File: config.mk
export PLATFORM = sky130hd
export DESIGN_NAME = neuron_accumulator
export DESIGN_NICKNAME = d
export VERILOG_FILES = /design/src/rtl/neuron_accumulator.sv
export SDC_FILE = /design/constraint.sdc
export NUM_CORES = 1
export LEC_CHECK = 0
export BUFFER_PORTS_ARGS = -buffer_cell sky130_fd_sc_hd__buf_2
export CAP_MARGIN = 0
export CORE_MARGIN = 2
export CORE_UTILIZATION = 60
export CTS_CLUSTER_SIZE = 16
export DETAILED_ROUTE_END_ITERATION = 10
export PLACE_DENSITY = 0.79
export SETUP_SLACK_MARGIN = 0.3
export SKIP_LAST_GASP = 1
export SLEW_MARGIN = 20
export SYNTH_ARGS = -nofsm -noshare
export SYNTH_HDL_FRONTEND = slang
export SYNTH_SLANG_ARGS = --single-unit
export TNS_END_PERCENT = 1
File: constraint.sdc
create_clock -name clk -period 12.4 [get_ports clk]
set_clock_uncertainty 0.2 [all_clocks]
set_input_delay 0.62 -clock clk [delete_from_list [all_inputs] [get_ports clk]]
set_output_delay 0.62 -clock clk [all_outputs]
set_load 0.01 [all_outputs]
File: src/rtl/neuron_accumulator.sv
// Weighted-sum neuron: collects NUM_INPUTS DATA packets, emits bias + sum(x*w).
// Optional ACC_SATURATE_EN clamps every add to the signed SSUM_WIDTH range.
package neuron_pkg;
    localparam int TYPE_WIDTH  = 2;
    localparam int SEQ_WIDTH   = 4;
    localparam int INPUT_WIDTH = 8;
    localparam int SSUM_WIDTH  = 16;
    localparam logic [TYPE_WIDTH-1:0] DATA   = 2'd1;
    localparam logic [TYPE_WIDTH-1:0] WEIGHT = 2'd2;
    localparam logic [TYPE_WIDTH-1:0] BIAS   = 2'd3;
endpackage

module neuron_accumulator
    import neuron_pkg::*;
#(
    parameter int NUM_INPUTS = 4,
    parameter int NEURON_ID  = 0
) (
    input  logic                   clk,
    input  logic                   rst,
    input  logic                   hlt,
    input  logic                   NI_ACC_valid,
    input  logic [TYPE_WIDTH-1:0]  NI_ACC_type,
    input  logic [SEQ_WIDTH-1:0]   NI_ACC_seqNum,
    input  logic [INPUT_WIDTH-1:0] NI_ACC_payload,
    output logic                   ACC_AF_valid,
    output logic [TYPE_WIDTH-1:0]  ACC_AF_type,
    output logic [SEQ_WIDTH-1:0]   ACC_AF_seqNum,
    output logic [SSUM_WIDTH-1:0]  ACC_AF_data
);
    localparam int WEIGHT_WIDTH = INPUT_WIDTH;
    localparam int PW = INPUT_WIDTH + WEIGHT_WIDTH;
    localparam int CW = SEQ_WIDTH + 1;
    localparam int IW = (NUM_INPUTS > 1) ? $clog2(NUM_INPUTS) : 1;

    typedef enum logic [1:0] {
        IDLE,
        ACCUM,
        EMIT
    } state_t;

    state_t state, state_n;

    logic signed [WEIGHT_WIDTH-1:0] weight [NUM_INPUTS];
    logic signed [SSUM_WIDTH-1:0]   bias;
    logic signed [SSUM_WIDTH-1:0]   acc, acc_n;
    logic [CW-1:0]                  count, count_n;
    logic [NUM_INPUTS-1:0]          seen, seen_n;

    logic                  out_valid, out_valid_n;
    logic [TYPE_WIDTH-1:0] out_type, out_type_n;
    logic [SSUM_WIDTH-1:0] out_data, out_data_n;

    logic                   accept;
    logic                   in_range;
    logic [IW-1:0]          idx;
    logic [NUM_INPUTS-1:0]  idx_bit;
    logic                   fresh;
    logic                   data_ok;
    logic                   weight_wr;
    logic                   bias_wr;
    logic signed [PW-1:0]   prod;
    logic signed [SSUM_WIDTH-1:0] prod_ext;
    logic signed [SSUM_WIDTH-1:0] base;
    logic signed [SSUM_WIDTH-1:0] sum;
    logic [CW-1:0]          count_inc;

    function automatic logic signed [SSUM_WIDTH-1:0] acc_add(
        input logic signed [SSUM_WIDTH-1:0] a,
        input logic signed [SSUM_WIDTH-1:0] b
    );
`ifdef ACC_SATURATE_EN
        logic signed [SSUM_WIDTH:0] w;
        w = {a[SSUM_WIDTH-1], a} + {b[SSUM_WIDTH-1], b};
        if (w[SSUM_WIDTH] != w[SSUM_WIDTH-1])
            return w[SSUM_WIDTH] ? {1'b1, {(SSUM_WIDTH-1){1'b0}}}
                                 : {1'b0, {(SSUM_WIDTH-1){1'b1}}};
        return w[SSUM_WIDTH-1:0];
`else
        return a + b;
`endif
    endfunction

    assign accept   = NI_ACC_valid && !hlt;
    assign in_range = {1'b0, NI_ACC_seqNum} < CW'(NUM_INPUTS);
    assign idx      = NI_ACC_seqNum[IW-1:0];
    assign idx_bit  = NUM_INPUTS'(1) << idx;
    assign fresh    = (state != ACCUM);

    // a new frame opens in IDLE or in the EMIT cycle; only ACCUM sees duplicates
    assign data_ok = accept && (NI_ACC_type == DATA) && in_range
                     && (fresh || !(|(seen & idx_bit)));
    assign weight_wr = accept && (NI_ACC_type == WEIGHT) && in_range;
    assign bias_wr   = accept && (NI_ACC_type == BIAS);

    assign prod      = $signed(NI_ACC_payload) * weight[idx];
    assign prod_ext  = SSUM_WIDTH'(prod);
    assign base      = fresh ? bias : acc;
    assign sum       = acc_add(base, prod_ext);
    assign count_inc = fresh ? CW'(1) : count + CW'(1);

    always_comb begin
        state_n = state;
        acc_n   = acc;
        count_n = count;
        seen_n  = seen;
        if (data_ok) begin
            acc_n   = sum;
            count_n = count_inc;
            seen_n  = fresh ? idx_bit : (seen | idx_bit);
            state_n = (count_inc == CW'(NUM_INPUTS)) ? EMIT : ACCUM;
        end else if (state == EMIT) begin
            acc_n   = bias;
            count_n = '0;
            seen_n  = '0;
            state_n = IDLE;
        end
    end

    always_comb begin
        out_valid_n = (state_n == EMIT);
        out_type_n  = out_valid_n ? DATA : '0;
        out_data_n  = out_valid_n ? sum : out_data;
    end

    always_ff @(posedge clk) begin
        if (rst) begin
            state     <= IDLE;
            acc       <= '0;
            bias      <= '0;
            count     <= '0;
            seen      <= '0;
            out_valid <= 1'b0;
            out_type  <= '0;
            out_data  <= '0;
            for (int i = 0; i < NUM_INPUTS; i++)
                weight[i] <= '0;
        end else if (!hlt) begin
            state     <= state_n;
            acc       <= acc_n;
            count     <= count_n;
            seen      <= seen_n;
            out_valid <= out_valid_n;
            out_type  <= out_type_n;
            out_data  <= out_data_n;
            if (weight_wr)
                weight[idx] <= NI_ACC_payload;
            if (bias_wr)
                bias <= SSUM_WIDTH'($signed(NI_ACC_payload));
        end
    end

    assign ACC_AF_valid  = out_valid;
    assign ACC_AF_type   = out_type;
    assign ACC_AF_seqNum = SEQ_WIDTH'(NEURON_ID);
    assign ACC_AF_data   = out_data;

endmodule
# Word level (Yosys, flattened, before mapping)
# Memory sizes are Yosys's and may differ from the RTL's.
# Cells that the tools add are included.
# totals
regBits	54
ram_bits	32
input_bits	18
elab_cells	62
mem_count	1
# op_classes
add_sub_neg	2
mul	1
n_lt_le_gt_ge	1
n_eq_ne	7
shift	1
n_mux	22
n_bitwise	3
reduce_logical	16
# mem_list
memory	words	word_bits	rd	rd_ports_with_merged_regs	wr	line	rtl
weight	4	8	1	0	4	44	logic signed [WEIGHT_WIDTH-1:0] weight [NUM_INPUTS];
# op_table
op	count
$mux 16	3
$add 16x16->16	1
$mul 8x8->16	1
$mux 5	3
$mux 4	3
$eq 2x2->1 const B	4
$mux 1	8
$mux 2	4
$mux 8	1
$reduce_or 8->1	1
$logic_and 1x1->1	7
$reduce_and 2->1	3
$add 5x1->5 const B	1
$eq 5x3->1 const B	1
$and 4x4->4	1
$lt 4x3->1 const B	1
$or 4x4->4	1
$reduce_or 4->1	1
$shl 1x2->4 const A	1
$eq 2x1->1 const B	1
$logic_not 1->1	2
$ne 2x1->1 const B	1
$reduce_bool 2->1	1
$logic_or 1x1->1	1
$not 1->1	1

# Depth between registers and ports, before layout
# Gate-level depths: netlist of run 1.
# logic_depth
word_depth	10
mapped_depth	21
depth_no_buf	19

# Least setup slack after synthesis of run 1
# OpenSTA, ideal clock, no wires.
# synth_path
kind	input port to flip-flop
from	in NI_ACC_seqNum[0]
to	reg out_data[15] (netlist: ACC_AF_data[15])
t_arrival_ps	5742
required_time_ps	12108
setup_slack_ps	6366
cell_stages	17
n_path_buf	1
cell_sequence	buf_6 -> mux4_2 -> and2_1 -> inv_1 -> fa_1 -> inv_1 -> fa_1 -> fa_1 -> fa_1 -> fa_1 -> ha_1 -> o21ai_0 -> o21a_1 -> o31ai_1 -> o31ai_1 -> and3_1 -> nor4_1
# synth_between
elab_chain_len	9
word_cells_on_any_way	14
cone_classes	add/sub (1); mul (1); order compare (1); eq/ne (1); shift (1); mux (1); bitwise (1); reduce/logical (6); memory (1)
# synth_rtl
element	line	rtl
start: declaration	24	input logic [SEQ_WIDTH-1:0] NI_ACC_seqNum,
parallel branches: the longest is 9 deep, another holds $mul 8x8->16	n/a	
end signal: assignment	145	out_data <= out_data_n;
end: declaration	52	logic [SSUM_WIDTH-1:0] out_data, out_data_n;
# Several ways; the timed one is not identified.
# A chain may end at the register's enable or synchronous reset.

# Worst setup path in the final report of run 1
# Same ends and word-level chain as after synthesis.

==> impl_summary.md, run 1 <==
Status
The flow ran to the end, and the final reports show no timing, DRC or antenna violations.

Setup path
The setup path with the least slack is of type in -> reg. The required time of the critical path is 12450 ps. In this run the critical register-to-register path is captured at ACC_AF_data[15]$_SDFFE_PP0P_. For the worst flop-to-flop path, the logic depth is 16. The worst setup path is launched from a primary input. The startpoint of the worst-slack reg-to-reg timing path is weight[3][0]$_DFFE_PP_. For the worst setup path, the data arrival time is 6540 ps. The slowest library cell on the worst path is mux4_2. The library cell appearing most often on the critical path is fa_1. The largest fanout on the critical path is 15. The category of the worst setup path capture point is a flop. Across all register-to-register paths, the minimum setup slack is 6210 ps. Traced cell by cell, the critical path runs through buf_2 -> mux4_2 -> and2_1 -> inv_1 -> fa_1 -> inv_1 -> fa_1 -> fa_1 -> fa_1 -> fa_1 -> ha_1 -> o21ai_0 -> o21a_1 -> o31ai_1 -> o31ai_1 -> and3_1 -> nor4_1. The largest single stage delay on the critical path is 650 ps.

GRT
The pin count of the biggest net entering global routing is 54. Global routing used 26.5% of the available tracks. The first global-routing pass estimated 24.4 mm of wire. The total congestion overflow is 0. The number of global-route vias before repair is 5027. The initial antenna violation count is 0.

Clock tree
The H-tree depth is 3. The clock reaches the later pin of the worst-skew pair after 360 ps. The total clock sinks is 84. The number of hold-repair buffers added at the cts stage is 0. The cell at the root of the clock tree is clkbuf_8. The CTS buffer count is 9. Once the clock tree was built, the setup fixing pass inserted 0 buffers. The CTS tree is built. The number of gates resized after cts is 0. No sink is reached through more buffers than the 2 on the longest clock path. The clock transition at the registers of the reported paths is 90 ps.

STA
The max-slew violation count is 0. The tightest hold path in the finished design has a slack of 254 ps. In this run the tightest slew margin relative to its limit is 34.3%. Setup repair after global routing left no endpoint under its margin. The clock period minus worst slack is 6490 ps.

The top achievable clock speed is 154 MHz. The final-report hold violation count was 0. For the pin with the worst max-slew slack, the measured transition is 985 ps. Of the available clock period, the critical path in the final layout requires 52.3%. For the final routed database, the setup TNS stands at 0 ps.

The number of setup violations in the final report is 0.

Final layout
The fraction of layout cells with a size suffix above 1 is 11.2%. Once layout is complete, the cells apart from fillers number 834. After routing the design area is 7040 µm².

The final layout net count is 816. The antenna diode count is 0. The layout-stage area growth over the synthesis result is 5.73%.

Die
In this run the core area contains 38 standard-cell rows. The die span in y is 109 µm. 41 I/O pins were placed. The die outline width is 109 µm. The full die area is 12000 µm². The area inside the core boundary is 10800 µm². The initial utilization of the core area, before any placement, comes to 61.4%.

Logic synthesis
The mean area per synthesized cell is 9.87 µm². For this run, the leading register cell type out of synthesis is dfxtp_1. Counting flops with a built-in enable in the synthesized netlist gives 32. The share of flip-flops with an asynchronous set or reset after synthesis is 0%.

The post-synthesis sequential area ratio is 30.1%. The synthesized flop and latch total is 84. The synthesis warning total is 0. Summing every instance area after synthesis gives 6660 µm².

The count of mapped cells out of synthesis is 674. In this run, distinct cell masters in the synthesized netlist total 50.

Drt
The wire length after detailed routing is 14.4 mm. The detailed router used layers up to and including met4. The number of nets with antenna violations after detailed routing is 0. The number of iterations in the first detailed-routing pass is 5. For this run, design rule violations remaining after detail routing come to 0. The routed length on met2 is 7.02 mm. The DRC marker count from the first detailed-route iteration is 270. Using the TritonRoute via totals, the vias-per-cell ratio works out to 5.75. The wire length per cell after detailed routing is 17.3 µm. The detailed router put a total of 6.24 mm of wire on met1. The via count is 4798. After detailed routing, the met3 layer carries 942 µm of wire.

Place
The total placed cells including tap cells is 818. Once placement finished, the instance area stood at 6850 µm². Buffers placed on the I/O ports in this run total 35. The congestion estimate from routability-driven global placement came to 0.854.

Once detailed placement completed, the half-perimeter wirelength came to 11.1 mm.

Power
The total power per unit cell area is 191 nW/µm². For this design the static power due to leakage is 3.13 nW. The maximum vdd ir drop is 0.148 mV. After layout, the design draws a total of 0.00134 W.

Hold path
The worst hold path terminates at ACC_AF_data[4]$_SDFFE_PP0P_. The hold path startpoint is ACC_AF_data[4]$_SDFFE_PP0P_. The path class of the lowest-slack min-delay path is reg -> reg. The worst hold path passes through 2 cells.

Run
Max-cap violations in this run came to 0.
==> through the flow <==
step / worst slack (ps) / utilization (%)
2_1_floorplan: 6370 / -
3_3_place_gp: 5820 / 63.2
3_5_place_dp: 5570 / 63.2
4_1_cts: 5920 / 64.9
5_1_grt: 5590 / 64.9
6_report: 5910 / 64.9
==> Yosys cell counts, types with 4 or more instances <==
cell / number / area [µm²]
inv_1: 76 / 285
nand2_1: 73 / 274
fa_1: 71 / 1420
and2_1: 57 / 357
dfxtp_1: 52 / 1040
a21oi_1: 43 / 215
nor2_1: 41 / 154
ha_1: 38 / 475
edfxtp_1: 32 / 961
clkbuf_1: 23 / 86.3
a211oi_1: 21 / 158
xnor2_1: 16 / 140
mux2i_1: 14 / 140
and3_1: 10 / 62.6
nor3_1: 9 / 45.0
buf_4: 8 / 60.1
mux4_2: 8 / 180
nand3_1: 8 / 40.0
o21ai_0: 7 / 35.0
xor2_1: 7 / 61.3
nand2b_1: 5 / 31.3
buf_2: 4 / 20.0
buf_6: 4 / 45.0
o31ai_1: 4 / 30.0
==> cell usage in the layout (no fill, tap or decap), types with 2 or more instances in the layout <==
cell and count:
buf_4 6, o31ai_1 4, o21ai_0 6, nor3_1 9, mux2_2 3, nand2_1 73
a21o_1 3, xnor2_1 16, dfxtp_1 52, a21oi_1 43, inv_1 76, nand4_1 3
fa_1 71, nand3_1 8, and2_1 57, a31oi_1 2, clkinv_2 2, or2_2 3
xor2_1 7, a211oi_1 21, mux4_2 8, buf_2 35, nor2_1 40, edfxtp_1 32
nor3b_1 2, o21a_1 3, ha_1 38, conb_1 5, nand2b_1 5, or3_1 2
o21ai_1 2, and3_1 10, o21bai_1 3, clkbuf_8 11, mux2i_1 14
==> critical path, delay by kind of cell <==
kind / cells / cell delay, ps
mux: 1 / 650
compound gates: 4 / 970
fa+ha+maj: 6 / 2810
buf+inv: 3 / 770
simple gates: 3 / 710
==> cells by family (layout without fill, tap and decap cells) <==
logic type,count (synthesis),in the layout,synth area share (%)
simple gates,220,220,16.2
buf+inv,117,133,7.58
fa+ha+maj,109,109,28.5
compound gates,95,95,9.21
flops,84,84,30.1
mux,25,25,5.32
xor+xnor,23,23,3.03
other cells,1,5,0.0563
==> worst max path at each step <==
stage | slack, ps | start | to
2_1_floorplan | 6370 | NI_ACC_seqNum[0] | ACC_AF_data[15]$_SDFFE_PP0P_
6_report | 5910 | NI_ACC_seqNum[0] | ACC_AF_data[15]$_SDFFE_PP0P_
4_1_cts | 5920 | NI_ACC_seqNum[0] | ACC_AF_data[15]$_SDFFE_PP0P_
5_1_grt | 5590 | NI_ACC_seqNum[0] | acc[14]$_SDFFE_PP0P_
3_3_place_gp | 5820 | NI_ACC_seqNum[0] | ACC_AF_data[15]$_SDFFE_PP0P_
3_5_place_dp | 5570 | NI_ACC_seqNum[0] | ACC_AF_data[15]$_SDFFE_PP0P_
==> power by group <==
| group | switching (W) | internal, W | leakage (nW) |
|---|---|---|---|
| Clock | 0.000103 | 0.0000843 | 0.100 |
| Sequential | 0.00000275 | 0.000292 | 0.723 |
| Combinational | 0.000497 | 0.000363 | 2.31 |
| Total | 0.000602 | 0.000740 | 3.13 |
==> layer usage <==
layer / vias to the layer above / track usage (%)
met3: 18 / 4.92
met2: 158 / 43.4
met5: - / 0
li1: 2231 / -
met4: 0 / 6.96
met1: 2391 / 36.7
==> area by class of cell <==
cell class / count / area [µm²]
Fill cell: 870 / 3800
Tap cell: 140 / 175
Sequential cell: 84 / 2000
Clock buffer: 11 / 151
Inverter: 76 / 285
Timing Repair Buffer: 41 / 220
Clock inverter: 5 / 33.8
Multi-Input combinational cell: 477 / 4170
==> flip-flops by register name, indices dropped and copies added (netlist names) <==
| register | flops |
|---|---|
| count | 5 |
| ACC_AF_valid | 1 |
| state | 2 |
| seen | 4 |
| weight | 32 |
| acc | 16 |
| bias | 8 |
| ACC_AF_data | 16 |
Power figures use the tool's default switching activity.
==> run 2, diff against run 1 <==
--- a/config.mk
+++ b/config.mk
@@ -8,10 +8,10 @@
 export BUFFER_PORTS_ARGS = -buffer_cell sky130_fd_sc_hd__buf_2
 export CAP_MARGIN = 0
 export CORE_MARGIN = 2
-export CORE_UTILIZATION = 60
+export CORE_UTILIZATION = 56
 export CTS_CLUSTER_SIZE = 16
 export DETAILED_ROUTE_END_ITERATION = 10
-export PLACE_DENSITY = 0.79
+export PLACE_DENSITY = 0.77
 export SETUP_SLACK_MARGIN = 0.3
 export SKIP_LAST_GASP = 1
 export SLEW_MARGIN = 20
==> constraint.sdc (replaced) <==
create_clock -name clk -period 5.35 [get_ports clk]
set_clock_uncertainty 0.2 [all_clocks]
set_input_delay 0.2675 -clock clk [delete_from_list [all_inputs] [get_ports clk]]
set_output_delay 0.2675 -clock clk [all_outputs]
set_load 0.01 [all_outputs]
==> run 2 against run 1 <==
The run now ends with negative setup slack left; cell area is 8.5% higher; combinational power grew to 3.1 times the previous value; sequential cell count did not move; core utilization grew 1.4 points; count of clock-buffer cells in the layout fell by 2; largest power group unchanged; non-clock buffer count rose by 45; hold slack worse by 230 ps; register-to-register slack lost 6300 ps; wire length rose by 8.0%.
==> impl_summary.md, run 2 (same netlist as run 1, synthesis figures left out) <==
Place
The number of placed instances, taps included, is 861. Once detailed placement completed, the half-perimeter wirelength came to 11.8 mm. The total cell area at the placement stage is 7220 µm². The weighted congestion reported at the end of routability-driven placement is 0.876.

Input and output buffers added on the ports amount to 35. The pre-CTS worst setup slack is -386 ps.

Setup path
The critical path is of the reg -> reg type. The depth of the most critical reg-to-reg path is 18. The category of the worst setup path launch point is a flop.

The largest fanout on the critical path is 7. The data arrival at the endpoint of the critical path is 5480 ps. Traced cell by cell, the critical path runs through mux4_2 -> buf_4 -> and2_1 -> ha_1 -> fa_1 -> ha_1 -> inv_1 -> fa_1 -> inv_1 -> ha_1 -> ha_1 -> fa_1 -> a21o_1 -> a2111oi_4 -> o31ai_2 -> xor2_1 -> nand2_1 -> a21oi_1. The required time of the critical path is 5420 ps.

The largest single stage delay on the critical path is 610 ps. In this design, the critical path's most frequently occurring cell is ha_1. The worst setup path is captured at a flop. The slowest library cell on the worst path is mux4_2.

Clock tree
TritonCTS built the clock tree. The CTS buffer count is 9. Hold repair after CTS inserted 0 buffers.

Clock latency on the worst-skew pair, taken at its later pin, is 350 ps. The H-tree depth is 3. Clock tree synthesis selected as its root buffer the cell clkbuf_16. The total clock sinks is 84. The clock transition at the registers of the reported paths is 60 ps. The buffer depth of the longest clock path is 2.

Power
The internal cell power is 0.00236 W. Summed over all nets, the switching power comes to 0.00167 W. Per report_power, the combinational group accounts for 66.2% of the total.

Overall power consumption after layout is estimated at 0.00402 W. The sequential share of power is 17.0%. The total power per unit cell area is 527 nW/µm².

Across the VDD grid, the largest voltage drop is 0.455 mV. For this design the static power due to leakage is 3.42 nW. In this run switching power makes up 41.4% of total power.

The clock share of power is 16.7%.

GRT
The initial antenna violation count came to 0. The total routing usage reported by global routing is 26.4%. The first global-routing pass estimated 26.6 mm of wire. The number of global-route vias before repair is 5306.

Entering global routing, the biggest net connects 54 pins. The total congestion overflow is 0.

Run
Across the run, the number of max-cap violations was 0.

Drt
The per-cell via count in the routed design is 5.68. The detail route stage leaves a number of antenna-violating nets equal to 0. The first TritonRoute pass finished after 7 iterations.

The first routing iteration left 279 violations. The wire length per cell after detailed routing is 17.6 µm. The remaining design rule violation count is 0.

The final layout contains routed wiring with a total length of 15.5 mm. The routed layout has 5006 vias.

Status
The flow ran to the end, but the final reports show violations. The final reports fail on negative setup slack.

STA
Setup repair after global routing could not meet its margin everywhere. The max-slew headroom at the worst pin is 33.6%. The number of setup violations in the final report is 5. For the finished layout, the period the worst path requires is 5400 ps. The post-route worst setup slack is -53.7 ps. The final-report hold violation count is 0. The slew of the pin with the lowest slew margin is 997 ps. In the finished design, the share of the clock period the worst path needs comes to 101%.

Timing would allow up to 185 MHz. The max-slew violation count came to 0.

Final layout
The register with the highest flop count is weight. After the flow finishes, the layout carries non-filler instances totaling 882. The antenna diode count is 0. Counting the fill cells in the layout gives 889. The final standard cell area without fillers is 7640 µm². The final layout net count is 861. The number of flip-flops in the largest register is 32.

The most common cell after layout, fill and taps aside is inv_1. In the final layout, the share of cells above drive strength 1 is 19.2%. The layout-stage area growth over the synthesis result is 14.7%. In the layout the commonest cells are inv_1 (74), nand2_1 (71), fa_1 (70), and2_1 (54), dfxtp_1 (52).

Die
Once the floorplan was initialized, standard cells occupied 57.8% of the core. The floorplan step set the die height to 113 µm. Measured along the x axis, the die boundary spans 113 µm. In this run the standard cell core region covers 11500 µm². The full die area is 12800 µm².

In this run the count of I/O pins placed on the die edge is 41. The initialized floorplan defines 39 standard-cell rows.

Hold path
The path class of the lowest-slack min-delay path is in -> reg. The number of cells on the worst hold path is 3.
## run 2: path summary, 6_finish.rpt
| check | start | end | slack [ps] |
|---|---|---|---|
| worst max register to register | weight[3][2]$_DFFE_PP_ | ACC_AF_data[14]$_SDFFE_PP0P_ | -50 |
| worst min register to register | ACC_AF_data[8]$_SDFFE_PP0P_ | ACC_AF_data[8]$_SDFFE_PP0P_ | 250 |
| worst max-delay path | weight[3][2]$_DFFE_PP_ | ACC_AF_data[14]$_SDFFE_PP0P_ | -50 |
| worst min-delay path | hlt | ACC_AF_valid$_SDFFE_PP0N_ | 30 |
## run 2: cell type report
type / count / area (µm²) / share of cell area [%]
multi-input cells: 477 / 4280 / 56.1
inverters: 76 / 289 / 3.79
flip-flops and latches: 84 / 2000 / 26.2
clock buffers: 9 / 225 / 2.95
repair buffers: 86 / 571 / 7.47
clock inverters: 7 / 90.1 / 1.18
well taps: 143 / 179 / 2.34
## run 2: timing repair
item,CTS,global route
setup endpoints to repair,16,18
buffers inserted,3,2
pin swaps,6,1
resized for setup,7,2
## run 2: critical path: cells and delay by family, from the launching register on
kind                       cells  cell delay, ps
AOI/OAI and AO/OA              4             900
xor gates and xnor gates       1             270
adders and majority gates      7            2420
buffers and inverters          3             280
DFF                            1             360
muxes                          1             610
and+or+nand+nor                2             270
## run 2: power by group through the flow
stage          Combinational, W  Clock (W)  Sequential [W]
2_1_floorplan           0.00166          0        0.000696
3_3_place_gp            0.00240          0        0.000697
4_1_cts                 0.00263   0.000676        0.000684
6_report                0.00266   0.000673        0.000684
5_1_grt                 0.00297   0.000697        0.000686
3_5_place_dp            0.00246          0        0.000698
## run 2: layer usage
metal	track usage (%)	vias up	routed length, µm
li1	-	2319	-
met1	36.6	2504	6810
met2	43.5	159	7670
met3	4.66	24	819
met4	6.91	0	235
met5	0	-	0
## run 2: through the flow
step	hold WS, ps	util (%)	setup TNS, ps
floorplan	203	-	0
global placement	242	62.7	-1810
detailed placement	245	62.7	-3290
CTS	25.9	66.1	-215
global route	40.8	66.3	-2570
finish	27.2	66.3	-133
